### config.mk
export PLATFORM = sky130hd
export DESIGN_NAME = js_dir_cmd
export DESIGN_NICKNAME = d
export VERILOG_FILES = /design/src/rtl/js_dir_cmd.sv
export SDC_FILE = /design/constraint.sdc
export NUM_CORES = 1
export LEC_CHECK = 0
export BUFFER_PORTS_ARGS = -buffer_cell sky130_fd_sc_hd__buf_2
export CAP_MARGIN = 10
export CORE_MARGIN = 2
export CORE_UTILIZATION = 62
export CTS_CLUSTER_SIZE = 16
export DETAILED_ROUTE_END_ITERATION = 8
export GPL_TIMING_DRIVEN = 0
export HOLD_SLACK_MARGIN = 0.06
export PLACE_DENSITY = 0.85
export SLEW_MARGIN = 10
export SYNTH_ARGS = -nofsm -noshare
export SYNTH_HDL_FRONTEND = slang
export SYNTH_SLANG_ARGS = --single-unit
### constraint.sdc
create_clock -name vga_clk -period 9.4 [get_ports vga_clk]
set_input_delay 1.41 -clock vga_clk [delete_from_list [all_inputs] [get_ports vga_clk]]
set_output_delay 1.41 -clock vga_clk [all_outputs]
set_load 0.005 [all_outputs]
### src/rtl/js_dir_cmd.sv
// rtl/js_dir_cmd.sv - joystick/button direction requests, filtered into a 2-entry queue
// and applied one per game tick.
module js_dir_cmd #(
  parameter logic [11:0] CENTER    = 12'd2048,
  parameter logic [11:0] ON_DEV    = 12'd900,
  parameter logic [11:0] OFF_DEV   = 12'd600,
  parameter logic [1:0]  RESET_DIR = 2'b11
) (
  input  logic        vga_clk,
  input  logic        reset,
  input  logic [3:0]  btn_dir_d,
  input  logic [11:0] joy_x,
  input  logic [11:0] joy_y,
  input  logic        tick,
  output logic [1:0]  direction,
  output logic        dir_applied,
  output logic [1:0]  queue_cnt,
  output logic        stick_active
);

  logic [11:0]        jx_r, jy_r;
  logic               j_vld;
  logic signed [12:0] dx, dy;
  logic [12:0]        adx, ady, dom_abs;
  // zone = {active, dir}; dir uses the same encoding as direction
  logic [2:0]         zone, dom_zone, zone_nxt;
  logic               stick_req;
  logic [1:0]         stick_dir;
  logic               req_vld;
  logic [1:0]         req_dir;
  logic [1:0]         q0, q1;
  logic [1:0]         ref_dir;
  logic               pop, accept, push;

  always_comb begin
    dx  = $signed({1'b0, jx_r}) - $signed({1'b0, CENTER});
    dy  = $signed({1'b0, jy_r}) - $signed({1'b0, CENTER});
    adx = dx[12] ? $unsigned(-dx) : $unsigned(dx);
    ady = dy[12] ? $unsigned(-dy) : $unsigned(dy);
    if (adx >= ady) begin
      dom_abs  = adx;
      dom_zone = {1'b1, dx[12] ? 2'b01 : 2'b11};
    end else begin
      dom_abs  = ady;
      dom_zone = {1'b1, dy[12] ? 2'b00 : 2'b10};
    end
    // Between OFF_DEV and ON_DEV the current zone is held (hysteresis).
    zone_nxt = zone;
    if (dom_abs > {1'b0, ON_DEV})
      zone_nxt = dom_zone;
    else if (dom_abs < {1'b0, OFF_DEV})
      zone_nxt = 3'b000;
  end

  always_comb begin
    req_vld = 1'b1;
    req_dir = 2'b00;
    if (btn_dir_d[0])      req_dir = 2'b00;
    else if (btn_dir_d[1]) req_dir = 2'b01;
    else if (btn_dir_d[2]) req_dir = 2'b10;
    else if (btn_dir_d[3]) req_dir = 2'b11;
    else begin
      req_vld = stick_req;
      req_dir = stick_dir;
    end
  end

  // The newest entry is the reference whether or not a pop happens this cycle:
  // with one entry the popped head becomes the new direction anyway.
  always_comb begin
    pop = tick && (queue_cnt != 2'd0);
    if (queue_cnt == 2'd2)      ref_dir = q1;
    else if (queue_cnt == 2'd1) ref_dir = q0;
    else                        ref_dir = direction;
    accept = req_vld && (req_dir != ref_dir) && (req_dir != (ref_dir ^ 2'b10));
    push   = accept && ((queue_cnt != 2'd2) || pop);
  end

  always_ff @(posedge vga_clk) begin
    if (reset) begin
      jx_r         <= '0;
      jy_r         <= '0;
      j_vld        <= 1'b0;
      zone         <= 3'b000;
      stick_active <= 1'b0;
      stick_req    <= 1'b0;
      stick_dir    <= 2'b00;
      q0           <= 2'b00;
      q1           <= 2'b00;
      queue_cnt    <= 2'd0;
      direction    <= RESET_DIR;
      dir_applied  <= 1'b0;
    end else begin
      jx_r      <= joy_x;
      jy_r      <= joy_y;
      j_vld     <= 1'b1;
      stick_req <= 1'b0;
      if (j_vld) begin
        zone         <= zone_nxt;
        stick_active <= zone_nxt[2];
        stick_req    <= zone_nxt[2] && (zone_nxt != zone);
        stick_dir    <= zone_nxt[1:0];
      end

      dir_applied <= pop;
      if (pop) direction <= q0;

      if (pop && push) begin
        if (queue_cnt == 2'd2) begin
          q0 <= q1;
          q1 <= req_dir;
        end else begin
          q0 <= req_dir;
        end
      end else if (pop) begin
        q0        <= q1;
        queue_cnt <= queue_cnt - 2'd1;
      end else if (push) begin
        if (queue_cnt == 2'd0) q0 <= req_dir;
        else                   q1 <= req_dir;
        queue_cnt <= queue_cnt + 2'd1;
      end
    end
  end

endmodule

==> key figures <==
Run status
  – Status: finished, final reports clean

Floorplan
  – Chip width: about 70 um
  – Chip height: 69.73 um
  – Initial Util: ~66%
  – Die ar.: 0.004862 sq mm
  – Site Rows: 23
  – I/O pins: 37
  – Core region area: between 0.004 and 0.005 sq mm

Global route
  – Vias in the first global route: 2319
  – Largest net degree at the start of global routing: 13
  – Tot GR Track Use: around a quarter
  – Gr ovfl total: 0
  – First-pass GRT wire length: 10.43 mm
  – Initial antenna violation count: 0

Power and ir drop
  – Sw frac: 32.06%
  – Total power: between 0.5 and 0.6 mW
  – Reg power frac: 34.3%
  – Clock Power Share: 30.4%
  – Peak VDD IR: ~0.16 mV
  – Comb pwr share: between 30% and 40%
  – NetSw: ~0.18 mW
  – Internal power: around 0.39 mW
  – Static Leak: approximately 1.3 nW
  – Cell area power density: 185.6 mW/mm^2

Place
  – Post-Place Cell Area: approximately 0.0029 sq mm
  – GP Congestion: 0.8901
  – Dpl ws: 5.580 ns
  – DP HPWL: about 4.4 mm
  – PortBufs: 36
  – Post-Place Cells: 402

Detailed routing
  – Iteration-0 DRC Markers: 215
  – Routed WL: 5.873 mm
  – Highest Signal Layer: met4
  – Met2 Wirelength: 2.848 mm
  – DRC: 0
  – Met3 routed WL: 226 um
  – Avg WL per Cell: ~14 um
  – DR vias: about 2400
  – DRT antenna net count: 0
  – 1st-pass router iterations: 4
  – Vias per cell: around 5.8
  – Metal-1 WL: approximately 2.7 mm

Setup path
  – WP buf/inv: 3
  – CP max-delay cell: buf_1
  – Crit path required time: 9.58 ns
  – CP Cell Sequence: clkbuf_1 > buf_1 > mux2_2 > ha_1 > a2111oi_0 > o21ai_0 > maj3_2 > a221o_1 > buf_6 > mux2_1 > nor3b_1 > nor3b_1
  – Setup Crit Path Kind: reg -> reg
  – Critical path endpoint category: register
  – Worst path max stage delay: approximately 0.46 ns
  – Startpoint Class: register
  – CP dominant cell by count: nor3b_1
  – Worst path arrival time: just over 4 ns
  – Crit Path Max Fanout: 10
  – Delay-heaviest family, CP: buffers and inverters

Timing
  – Max-Slew Margin vs Limit: 59.40%
  – Final Hold Viols: 0
  – Final worst setup slack: roughly 5.5 ns
  – Post-Route Skew: around 0.0092 ns
  – Final Max Slew Viols: 0
  – Highest clock rate: 256.5 MHz
  – Tmin final: around 3.9 ns
  – Setup TNS: 0 ns
  – Final Setup Violations: 0
  – Final period utilization: between 40% and 50%
  – Least-Margin Pin Slew: just over 0.6 ns
  – RSZ-0062 raised after global routing: no
  – Worst hold slack: 0.4934 ns

Clock network
  – Inserted Clock Buffers: 5
  – Sink Count: 38
  – Post-CTS setup buffer count: 0
  – Clock Path Buffers: 2
  – Clk root buf: clkbuf_8
  – Max H-tree Level: 2
  – PostCTS Resize Cnt: 0
  – CTS tree: yes
  – Hold buffers post-CTS: 0
  – Clk slew on worst S/H paths: 0.08 ns
  – Clk_lat worst skew: around 0.29 ns

Finish
  – Filler cells: 308
  – Share of cells above drive strength 1: ~20%
  – Reg area: 760.7 sq um
  – Most frequent cells in the layout: 38 x buf_2, 38 x dfxtp_1, 27 x nor2b_1, 27 x nor2_1
  – Synth-to-Final Area Change: 14.39%
  – Final net count: slightly above 400
  – Post-route cell area: 0.003064 sq mm
  – Multi-input logic area: 0.001773 sq mm
  – Post-layout util: ~75%
  – Antenna cell count: 0
  – Post-Layout Cell Count: 410

Yosys
  – Area of the mapped netlist: about 0.0027 sq mm
  – FF+latch count, synth: 38
  – EDFF count, synth: 0
  – Sequential area share after synthesis: ~28%
  – Synth Flop Type: dfxtp_1
  – Syn Area/Cell: 8.477 sq um
  – YS warnings: 0
  – Post-Syn Nets: 366
  – Synth cell types: between 60 and 70
  – FFs w/ async S/R, synth: 0%
  – Synth Instances: about 320

Min path
  – Hold WC Path Type: reg -> reg

Job
  – Max cap viols: 0
power groups by stage:
| stage | Clock (mW) | Combinational (mW) | Sequential [mW] |
|---|---|---|---|
| floorplan | 0 | 0.152 | 0.196 |
| global placement | 0 | 0.188 | 0.198 |
| detailed placement | 0 | 0.196 | 0.198 |
| CTS | 0.174 | 0.200 | 0.195 |
| global route | 0.181 | 0.225 | 0.198 |
| finish | 0.173 | 0.201 | 0.195 |
path summary, 6_finish.rpt:
kind | startpoint | cells after the start | slack (ns) | end
min | direction[1] | 2 | 0.49 | direction[1]
max | jx_r[11] | 12 | 5.50 | stick_req
min reg2reg | direction[1] | 2 | 0.49 | direction[1]
max reg2reg | jx_r[11] | 12 | 5.50 | stick_req
kinds of logic after synthesis:
logic type | Yosys count | synth area share [%]
compound gates | 65 | 17.28
xor+xnor | 23 | 7.800
fa+ha+maj | 20 | 9.295
buf+inv | 32 | 5.418
flops | 38 | 28.40
mux | 16 | 6.212
other cells | 2 | 0.2803
simple gates | 120 | 25.32
cell usage after synthesis (7+ instances only):
| library cell | instances | area share, % |
|---|---|---|
| ha_1 | 19 | 8.9 |
| nor3_1 | 9 | 1.7 |
| mux2i_1 | 11 | 4.1 |
| nor2_1 | 27 | 3.8 |
| xor2_1 | 7 | 2.3 |
| nand2_1 | 19 | 2.7 |
| dfxtp_1 | 38 | 28 |
| nor2b_1 | 27 | 6.3 |
| a21oi_1 | 13 | 2.4 |
| o21ai_0 | 10 | 1.9 |
| xnor2_1 | 15 | 4.9 |
| inv_1 | 17 | 2.4 |
| clkbuf_1 | 9 | 1.3 |
sequential cells by signal, summed over array words and instances, names as in the netlist:
register      flops
dir_applied       1
direction         2
j_vld             1
jx_r             12
jy_r             12
q0                2
q1                2
queue_cnt         2
stick_active      1
stick_req         1
zone              2
tightest hold or removal path, cell delays in order, from the launching register on:
cell     delay [ns]
dfxtp_1        0.33
mux2i_1        0.07
nand2_1        0.06
metal layers:
| layer | GRT usage [%] | vias up |
|---|---|---|
| li1 | - | 1198 |
| met1 | 33.93 | 1102 |
| met2 | 43.70 | 52 |
| met3 | 3.488 | 10 |
| met4 | 7.692 | 0 |
| met5 | 0 | - |
layout make-up:
| cell class | count | area share [%] |
|---|---|---|
| sequential | 38 | 24.83 |
| inverter | 17 | 2.082 |
| clock buffer | 6 | 2.695 |
| timing repair buffer | 36 | 5.880 |
| tap | 50 | 2.042 |
| buffer | 15 | 2.654 |
| clock inverter | 2 | 1.960 |
| multi-input combinational | 246 | 57.86 |
Power figures use the tool's default switching activity.
